===== src/rtl/adder_seq_pkg.sv =====
// rtl/adder_seq_pkg.sv - shared types and helpers for the nibble-serial adder sequencer
package adder_seq_pkg;

  typedef enum logic [1:0] {
    ST_IDLE = 2'd0,
    ST_RUN  = 2'd1,
    ST_DONE = 2'd2
  } state_e;

  localparam int NIBBLE_W = 4;

  function automatic int idx_width(input int nibbles);
    return (nibbles <= 1) ? 1 : $clog2(nibbles);
  endfunction

endpackage


===== src/rtl/adder_seq_ctrl_if.sv =====
// rtl/adder_seq_ctrl_if.sv - request/result handshake bundle; op exists only with ADDER_SEQ_SUB_EN
interface adder_seq_ctrl_if
  import adder_seq_pkg::*;
#(
  parameter int NIBBLES = 4
);
  localparam int W = NIBBLE_W * NIBBLES;

  logic         start_valid;
  logic         start_ready;
  logic [W-1:0] a;
  logic [W-1:0] b;
`ifdef ADDER_SEQ_SUB_EN
  logic         op;
`endif
  logic         res_valid;
  logic         res_ready;
  logic [W:0]   sum;
  logic         busy;

  modport master (
    output start_valid, a, b,
`ifdef ADDER_SEQ_SUB_EN
    output op,
`endif
    output res_ready,
    input  start_ready, res_valid, sum, busy
  );

  modport slave (
    input  start_valid, a, b,
`ifdef ADDER_SEQ_SUB_EN
    input  op,
`endif
    input  res_ready,
    output start_ready, res_valid, sum, busy
  );

endinterface


===== src/rtl/adder_seq_ctrl_adder4_cin.sv =====
// rtl/adder_seq_ctrl_adder4_cin.sv - combinational 4-bit adder slice with carry-in and carry-out
module adder4_cin (
  input  logic [3:0] a_i,
  input  logic [3:0] b_i,
  input  logic       cin_i,
  output logic [4:0] s_o
);

  assign s_o = {1'b0, a_i} + {1'b0, b_i} + {4'b0000, cin_i};

endmodule


===== src/rtl/adder_seq_ctrl.sv =====
// rtl/adder_seq_ctrl.sv - drives one shared 4-bit slice over NIBBLES nibbles per operation
// Subtraction support is built only when ADDER_SEQ_SUB_EN is defined.
module adder_seq_ctrl
  import adder_seq_pkg::*;
#(
  parameter int NIBBLES = 4
) (
  input  logic             clk,
  input  logic             rst,
  adder_seq_ctrl_if.slave  bus
);

  localparam int W  = NIBBLE_W * NIBBLES;
  localparam int IW = idx_width(NIBBLES);
  localparam logic [IW-1:0] LAST_IDX = IW'(NIBBLES - 1);

  state_e          state_q, state_d;
  logic [W-1:0]    a_q, a_d;
  logic [W-1:0]    b_q, b_d;
  logic [IW-1:0]   idx_q, idx_d;
  logic            cy_q, cy_d;
  logic [W:0]      sum_q, sum_d;
`ifdef ADDER_SEQ_SUB_EN
  logic            op_q, op_d;
`endif

  logic [3:0]      a_nib, b_nib, b_eff;
  logic [4:0]      slice_s;

  always_comb begin
    a_nib = '0;
    b_nib = '0;
    for (int i = 0; i < NIBBLES; i++) begin
      if (idx_q == IW'(i)) begin
        a_nib = a_q[NIBBLE_W*i +: NIBBLE_W];
        b_nib = b_q[NIBBLE_W*i +: NIBBLE_W];
      end
    end
  end

`ifdef ADDER_SEQ_SUB_EN
  assign b_eff = b_nib ^ {4{op_q}};
`else
  assign b_eff = b_nib;
`endif

  adder4_cin u_slice (
    .a_i   (a_nib),
    .b_i   (b_eff),
    .cin_i (cy_q),
    .s_o   (slice_s)
  );

  always_comb begin
    state_d = state_q;
    a_d     = a_q;
    b_d     = b_q;
    idx_d   = idx_q;
    cy_d    = cy_q;
    sum_d   = sum_q;
`ifdef ADDER_SEQ_SUB_EN
    op_d    = op_q;
`endif
    case (state_q)
      ST_IDLE: begin
        if (bus.start_valid) begin
          a_d     = bus.a;
          b_d     = bus.b;
          idx_d   = '0;
          sum_d   = '0;
`ifdef ADDER_SEQ_SUB_EN
          op_d    = bus.op;
          cy_d    = bus.op;
`else
          cy_d    = 1'b0;
`endif
          state_d = ST_RUN;
        end
      end
      ST_RUN: begin
        for (int i = 0; i < NIBBLES; i++) begin
          if (idx_q == IW'(i)) sum_d[NIBBLE_W*i +: NIBBLE_W] = slice_s[3:0];
        end
        cy_d  = slice_s[4];
        idx_d = idx_q + 1'b1;
        // the last slice's carry becomes the result's top bit
        if (idx_q == LAST_IDX) begin
          sum_d[W] = slice_s[4];
          idx_d    = '0;
          state_d  = ST_DONE;
        end
      end
      ST_DONE: begin
        if (bus.res_ready) state_d = ST_IDLE;
      end
      default: state_d = ST_IDLE;
    endcase
  end

  always_ff @(posedge clk or posedge rst) begin
    if (rst) begin
      state_q <= ST_IDLE;
      a_q     <= '0;
      b_q     <= '0;
      idx_q   <= '0;
      cy_q    <= 1'b0;
      sum_q   <= '0;
`ifdef ADDER_SEQ_SUB_EN
      op_q    <= 1'b0;
`endif
    end else begin
      state_q <= state_d;
      a_q     <= a_d;
      b_q     <= b_d;
      idx_q   <= idx_d;
      cy_q    <= cy_d;
      sum_q   <= sum_d;
`ifdef ADDER_SEQ_SUB_EN
      op_q    <= op_d;
`endif
    end
  end

  assign bus.start_ready = (state_q == ST_IDLE);
  assign bus.res_valid   = (state_q == ST_DONE);
  assign bus.busy        = (state_q != ST_IDLE);
  assign bus.sum         = sum_q;

endmodule

===== src/flat_wrapper.sv =====
// flat-port wrapper written by rule: the top's interface ports become plain ports
module adder_seq_ctrl_flat import adder_seq_pkg::*;
#(
  parameter int NIBBLES = 4
)
  (clk, rst, bus_start_valid, bus_a, bus_b, bus_res_ready, bus_start_ready, bus_res_valid, bus_sum, bus_busy);
  adder_seq_ctrl_if #(.NIBBLES(NIBBLES)) bus_i ();
  input  logic clk;
  input  logic rst;
  input wire logic [$bits(bus_i.start_valid)-1:0] bus_start_valid;
  input wire logic [$bits(bus_i.a)-1:0] bus_a;
  input wire logic [$bits(bus_i.b)-1:0] bus_b;
  input wire logic [$bits(bus_i.res_ready)-1:0] bus_res_ready;
  output wire logic [$bits(bus_i.start_ready)-1:0] bus_start_ready;
  output wire logic [$bits(bus_i.res_valid)-1:0] bus_res_valid;
  output wire logic [$bits(bus_i.sum)-1:0] bus_sum;
  output wire logic [$bits(bus_i.busy)-1:0] bus_busy;
  assign bus_i.start_valid = bus_start_valid;
  assign bus_i.a = bus_a;
  assign bus_i.b = bus_b;
  assign bus_i.res_ready = bus_res_ready;
  assign bus_start_ready = bus_i.start_ready;
  assign bus_res_valid = bus_i.res_valid;
  assign bus_sum = bus_i.sum;
  assign bus_busy = bus_i.busy;
  adder_seq_ctrl #(.NIBBLES(NIBBLES)) u_core (.clk(clk), .rst(rst), .bus(bus_i));
endmodule

===== config.mk =====
export PLATFORM = sky130hd
export DESIGN_NAME = adder_seq_ctrl_flat
export DESIGN_NICKNAME = d
export VERILOG_FILES = /design/src/rtl/adder_seq_pkg.sv /design/src/rtl/adder_seq_ctrl_if.sv /design/src/rtl/adder_seq_ctrl_adder4_cin.sv /design/src/rtl/adder_seq_ctrl.sv /design/src/flat_wrapper.sv
export SDC_FILE = /design/constraint.sdc
export NUM_CORES = 1
export LEC_CHECK = 0
export CORE_MARGIN = 2
export CORE_UTILIZATION = 40
export DETAILED_ROUTE_END_ITERATION = 8
export HOLD_SLACK_MARGIN = 0.12
export PLACE_DENSITY = 0.68
export SLEW_MARGIN = 20
export SYNTH_ARGS = -nofsm -noshare
export SYNTH_HDL_FRONTEND = slang
export SYNTH_SLANG_ARGS = --single-unit

===== constraint.sdc =====
create_clock -name clk -period 3.4 [get_ports clk]
set_input_delay 1.02 -clock clk [delete_from_list [all_inputs] [get_ports clk]]
set_output_delay 1.02 -clock clk [all_outputs]
set_load 0.1 [all_outputs]

==> results of run 1 <==
## worst max path at each step
stage | endpoint | cells past startpoint
2_1_floorplan | bus_busy | 3
3_3_place_gp | u_core.bus.sum[13]$_DFFE_PP0P_ | 10
3_5_place_dp | u_core.bus.sum[13]$_DFFE_PP0P_ | 10
4_1_cts | u_core.bus.sum[13]$_DFFE_PP0P_ | 10
5_1_grt | u_core.bus.sum[13]$_DFFE_PP0P_ | 10
6_report | u_core.bus.sum[13]$_DFFE_PP0P_ | 10
## registers in the layout (all words and copies together) (netlist names)
name	count
u_core.state_q	2
u_core.a_q	16
u_core.b_q	16
u_core.idx_q	2
u_core.bus.sum	17
u_core.cy_q	1
## through the flow
stage	instances	utilization, %
6_report	421	50.9
5_1_grt	421	50.9
2_1_floorplan	294	-
3_3_place_gp	413	49.6
3_5_place_dp	413	49.6
4_1_cts	421	50.9
## synthesized netlist by cell type, types with 2 or more instances
cell type  number
clkbuf_1        2
mux2_2          2
dfrtp_1        54
o21ai_0        30
buf_2           8
nor2b_1         3
a22o_1          4
nor2_1          3
nand2_1       120
nand2b_1        2
ha_1            7
a21oi_1        20
nand3_1         2
fa_1            2
inv_1          13
buf_4           4
a22oi_1         3
nand3b_1        5
## cell type report
class	count	area, µm²	area share (%)
Sequential cell	54	1350	42.3
Multi-Input combinational cell	211	1080	33.7
Timing Repair Buffer	58	536	16.8
Tap cell	77	96.3	3.01
Clock buffer	6	72.6	2.27
Inverter	13	48.8	1.53
Clock inverter	2	13.8	0.431
## logic make-up after synthesis
kind of cell	share of synthesized area, %
AOI/OAI and AO/OA	13.6
adders and majority gates	4.98
DFF	52.7
and+or+nand+nor	21.6
xor gates and xnor gates	0.684
buffers and inverters	5.52
muxes	0.879
## worst max-delay path: stages (launching register included)
cell and delay (ns):
dfrtp_1 0.44, inv_1 0.10, ha_1 0.57, a21oi_1 0.07, o21ai_0 0.11, a22oi_1 0.11
fa_1 0.47, fa_1 0.56, nor2_1 0.07, mux2_2 0.27, a22o_1 0.17
## per-layer routing
metal | track usage [%] | wire length (µm)
met1 | 21.4 | 2600
met2 | 27.5 | 2590
met3 | 3.46 | 266
met4 | 5.57 | 106
met5 | 0 | 0
==> impl_metrics.py, run 1 <==
metrics = {
    "logic_synthesis": {
        "synthDistinctLibCells": 28,
        "synth.top_cell.area_share_pct": 52.7,
        "syn_nets": 339,
        "postSynthCellCount": 294,
        "async_reset_ff_share_pct": 100,
        "syn_area_per_cell_um2": 8.72,
        "synth_edf_count": 0,
        "ys_warn_count": 0,
        "yosys-top-cells-area": "dfrtp_1 53%, nand2_1 18%, o21ai_0 5.9%",
        "seq_area_frac_synth_pct": 52.7,
        "ys.flop_type": "dfrtp_1",
        "yosys.area.top_type": "dfrtp_1",
        "syn_area_mm2": 0.00256,
        "ys_seq_elements": 54,
    },
    "worst_setup_path": {
        "r2r_end": "u_core.bus.sum[13]$_DFFE_PP0P_",
        "crit_required_ns": 3.60,
        "critPathLaunchType": "flip-flop",
        "critical_path_arrival_ns": 3.26,
        "r2r-start": "u_core.idx_q[0]$_DFFE_PP0P_",
        "ff2ff_setup_slack_ns": 0.34,
        "cp-end-kind": "flip-flop",
        "crit_fanout": 18,
        "ff2ff_path_depth": 10,
        "criticalPathCategory": "flip-flop to flip-flop",
        "startpoint": "u_core.idx_q[0]$_DFFE_PP0P_",
    },
    "final_layout": {
        "stdcell_area_mm2": 0.00320,
        "layout_commonest_cell": "nand2_1",
        "nets": 388,
        "final_cell_mix": "120 x nand2_1, 54 x dfrtp_1, 35 x clkdlybuf4s50_1",
        "fillers": 624,
        "layout-drive-gt1-share_pct": 10.8,
        "n_antenna_cell": 0,
        "areaGrowthSynthToFinish_pct": 24.8,
    },
    "sta": {
        "setup_viol": 0,
        "worstMarginPinSlew_ns": 0.697,
        "slew_headroom_pct": 53.5,
        "clock.fmax_ghz": 0.327,
        "fin_crit_ns": 3.06,
        "rsz0062_at_grt": "no",
        "hold_viol_final": 0,
        "fin_skew_ns": 0.00771,
        "fin_tns_setup_ns": 0,
        "fin_ws_ns": 0.341,
        "holdWs_ns": 0.485,
        "finalMaxSlewViolations": 0,
        "fin_crit_sh_pct": 90.0,
    },
    "floorplanning": {
        "core_area_mm2": 0.00628,
        "rows": 29,
        "die_w_um": 84.0,
        "num_io_pins": 56,
        "die_y_um": 84.0,
        "die_area_mm2": 0.00706,
        "start_util_pct": 40.8,
    },
    "detailed_routing": {
        "ant_nets": 0,
        "vias_per_cell": 4.96,
        "wl_mm": 5.56,
        "dr.pass1.iters": 4,
        "drt_iter0_markers": 97,
        "drc": 0,
        "wl_per_cell_um": 13.2,
        "vias": 2089,
    },
    "clock_tree": {
        "cts_max_path_buffers": 2,
        "clk_pin_slew_worst_paths_ns": 0.10,
        "cts_resized": 0,
        "root_buffer": "clkbuf_8",
        "numCtsBuffers": 5,
        "cts_tree": "yes",
        "htree_levels": 2,
        "clkLatencyLatePin_ns": 0.31,
        "cts_setup_buffers": 0,
        "cts.sinks": 54,
        "cts_hold_buf": 0,
    },
    "place": {
        "globalplace.congestion": 0.855,
        "hpwl_mm": 4.14,
        "place_ws_ns": 0.390,
        "portBuffers": 55,
        "placed_area_mm2": 0.00311,
    },
    "hold_path": {
        "min_to": "u_core.b_q[15]$_DFFE_PP0P_",
        "min_from": "u_core.b_q[15]$_DFFE_PP0P_",
        "whs_path_depth": 2,
        "hp-class": "flip-flop to flip-flop",
    },
    "grt": {
        "track_usage_pct": 16.5,
        "grt_pass1_vias": 2101,
        "grt_max_degree": 31,
        "grt_pass1_wl_mm": 9.57,
        "antenna_found_initial": 0,
        "grt-ovfl-total": 0,
    },
    "status": {
        "status": "finished, final reports clean",
    },
    "run": {
        "drv_cap": 0,
    },
}
Power of run 1 is not shown: default switching activity piles up to over one toggle a cycle in this logic, so the estimate is an artifact.
==> inputs of run 2 (changes only) <==
- CORE_UTILIZATION: 40 -> 35
- PLACE_DENSITY: 0.68 -> 0.61
==> run 2 against run 1 <==
  * Register-to-register slack improved by 0.08 ns
  * Sequential cell count unchanged
  * Via count decreased by 1.3%
  * Non-clock buffer count up 1
  * Die area is 14% higher
  * Global-route usage fell by 1.2 points
  * First-iteration DRC count grew 6.2%
  * Final cell count increased by 5.5%
  * Count of clock-buffer cells in the layout unchanged
  * Wire length up 0.85%
  * Sequential share of layout area shrank 0.30 points
  * Highest routed layer unchanged
==> impl_metrics.py, run 2 (synthesis gave the netlist of run 1 again) <==
metrics = {
    "grt": {
        "grt_pass1_vias": 1989,
        "grt_pass1_wl_mm": 9.39,
        "grt-ovfl-total": 0,
        "grt_max_degree": 55,
        "track_usage_pct": 15.3,
        "antenna_found_initial": 0,
    },
    "worst_setup_path": {
        "crit_fanout": 18,
        "startpoint": "u_core.idx_q[1]$_DFFE_PP0P_",
        "crit_required_ns": 3.60,
        "cp-end-kind": "flip-flop",
        "criticalPathCategory": "flip-flop to flip-flop",
        "r2r-start": "u_core.idx_q[1]$_DFFE_PP0P_",
        "critical_path_arrival_ns": 3.18,
        "critPathLaunchType": "flip-flop",
    },
    "clock_tree": {
        "root_buffer": "clkbuf_8",
        "cts_tree": "yes",
        "cts_max_path_buffers": 2,
        "cts.sinks": 54,
        "cts_hold_buf": 0,
        "clkLatencyLatePin_ns": 0.31,
        "clk_pin_slew_worst_paths_ns": 0.09,
        "numCtsBuffers": 5,
        "cts_setup_buffers": 0,
        "cts_resized": 0,
        "htree_levels": 2,
    },
    "detailed_routing": {
        "wl_per_cell_um": 12.6,
        "drt_iter0_markers": 103,
        "drc": 0,
        "ant_nets": 0,
        "wl_mm": 5.60,
        "dr.pass1.iters": 5,
        "vias_per_cell": 4.64,
        "vias": 2062,
    },
    "final_layout": {
        "layout_commonest_cell": "nand2_1",
        "nets": 389,
        "regArea_mm2": 0.00135,
        "largest_register_ffs": 17,
        "layout-drive-gt1-share_pct": 11.0,
        "final_cell_mix": "120 x nand2_1, 54 x dfrtp_1, 35 x clkdlybuf4s50_1",
        "areaGrowthSynthToFinish_pct": 25.6,
        "fillers": 740,
        "n_antenna_cell": 0,
        "multiInputGateArea_mm2": 0.00108,
    },
    "place": {
        "portBuffers": 55,
        "globalplace.congestion": 0.800,
        "hpwl_mm": 4.10,
        "place_ws_ns": 0.450,
    },
    "floorplanning": {
        "die_w_um": 89.6,
        "die_area_mm2": 0.00802,
        "num_io_pins": 56,
        "die_y_um": 89.6,
        "rows": 31,
        "start_util_pct": 35.7,
        "core_area_mm2": 0.00718,
    },
    "sta": {
        "fin_tns_setup_ns": 0,
        "worstMarginPinSlew_ns": 0.680,
        "slew_headroom_pct": 54.7,
        "hold_viol_final": 0,
        "rsz0062_at_grt": "no",
        "clock.fmax_ghz": 0.335,
        "fin_ws_ns": 0.416,
        "fin_skew_ns": 0.00943,
        "holdWs_ns": 0.487,
        "finalMaxSlewViolations": 0,
        "fin_crit_ns": 2.98,
        "setup_viol": 0,
        "fin_crit_sh_pct": 87.8,
    },
    "run": {
        "drv_cap": 0,
    },
    "hold_path": {
        "hp-class": "flip-flop to flip-flop",
        "min_from": "u_core.bus.sum[6]$_DFFE_PP0P_",
    },
    "status": {
        "status": "finished, final reports clean",
    },
}
run 2: routing by layer:
| layer | wire, µm | part of all wire (%) | GRT usage, % |
|---|---|---|---|
| met2 | 2700 | 48 | 25.8 |
| met3 | 190 | 3.4 | 2.86 |
| met1 | 2630 | 47 | 19.9 |
| met4 | 78 | 1.4 | 4.88 |
| met5 | 0 | 0 | 0 |
run 2: final cells by class:
cell class,instances,share of cell area (%)
sequential,54,42.0
inverter,13,1.52
tap,99,3.85
multi-input combinational,211,33.5
clock buffer,6,2.25
clock inverter,2,0.428
timing repair buffer,59,16.5
run 2: critical path, cell delays in order (launching register included):
cell     delay [ns]
dfrtp_1        0.42
inv_1          0.09
ha_1           0.50
a21oi_1        0.13
o21ai_0        0.10
a22oi_1        0.12
fa_1           0.45
fa_1           0.56
nor2_1         0.06
mux2_2         0.26
a22o_1         0.18
run 2: final timing paths:
| check | endpoint | slack, ns | cells after the start |
|---|---|---|---|
| worst min register to register | u_core.bus.sum[6]$_DFFE_PP0P_ | 0.49 | 2 |
| min in group asynchronous | u_core.b_q[10]$_DFFE_PP0P_ | 1.20 | 3 |
| worst min-delay path | u_core.bus.sum[6]$_DFFE_PP0P_ | 0.49 | 2 |
| worst max-delay path | u_core.bus.sum[13]$_DFFE_PP0P_ | 0.42 | 10 |
| max in group asynchronous | u_core.bus.sum[14]$_DFFE_PP0P_ | 1.75 | 3 |
| worst max register to register | u_core.bus.sum[13]$_DFFE_PP0P_ | 0.42 | 10 |
run 2: metrics by stage:
| step | cells | instance area, µm² | utilization, % |
|---|---|---|---|
| 2_1_floorplan | 294 | 2560 | - |
| 3_3_place_gp | 436 | 3130 | 43.7 |
| 3_5_place_dp | 436 | 3130 | 43.7 |
| 4_1_cts | 444 | 3220 | 44.9 |
| 5_1_grt | 444 | 3220 | 44.9 |
| 6_report | 444 | 3220 | 44.9 |
Power of run 2 is left out for the same reason.
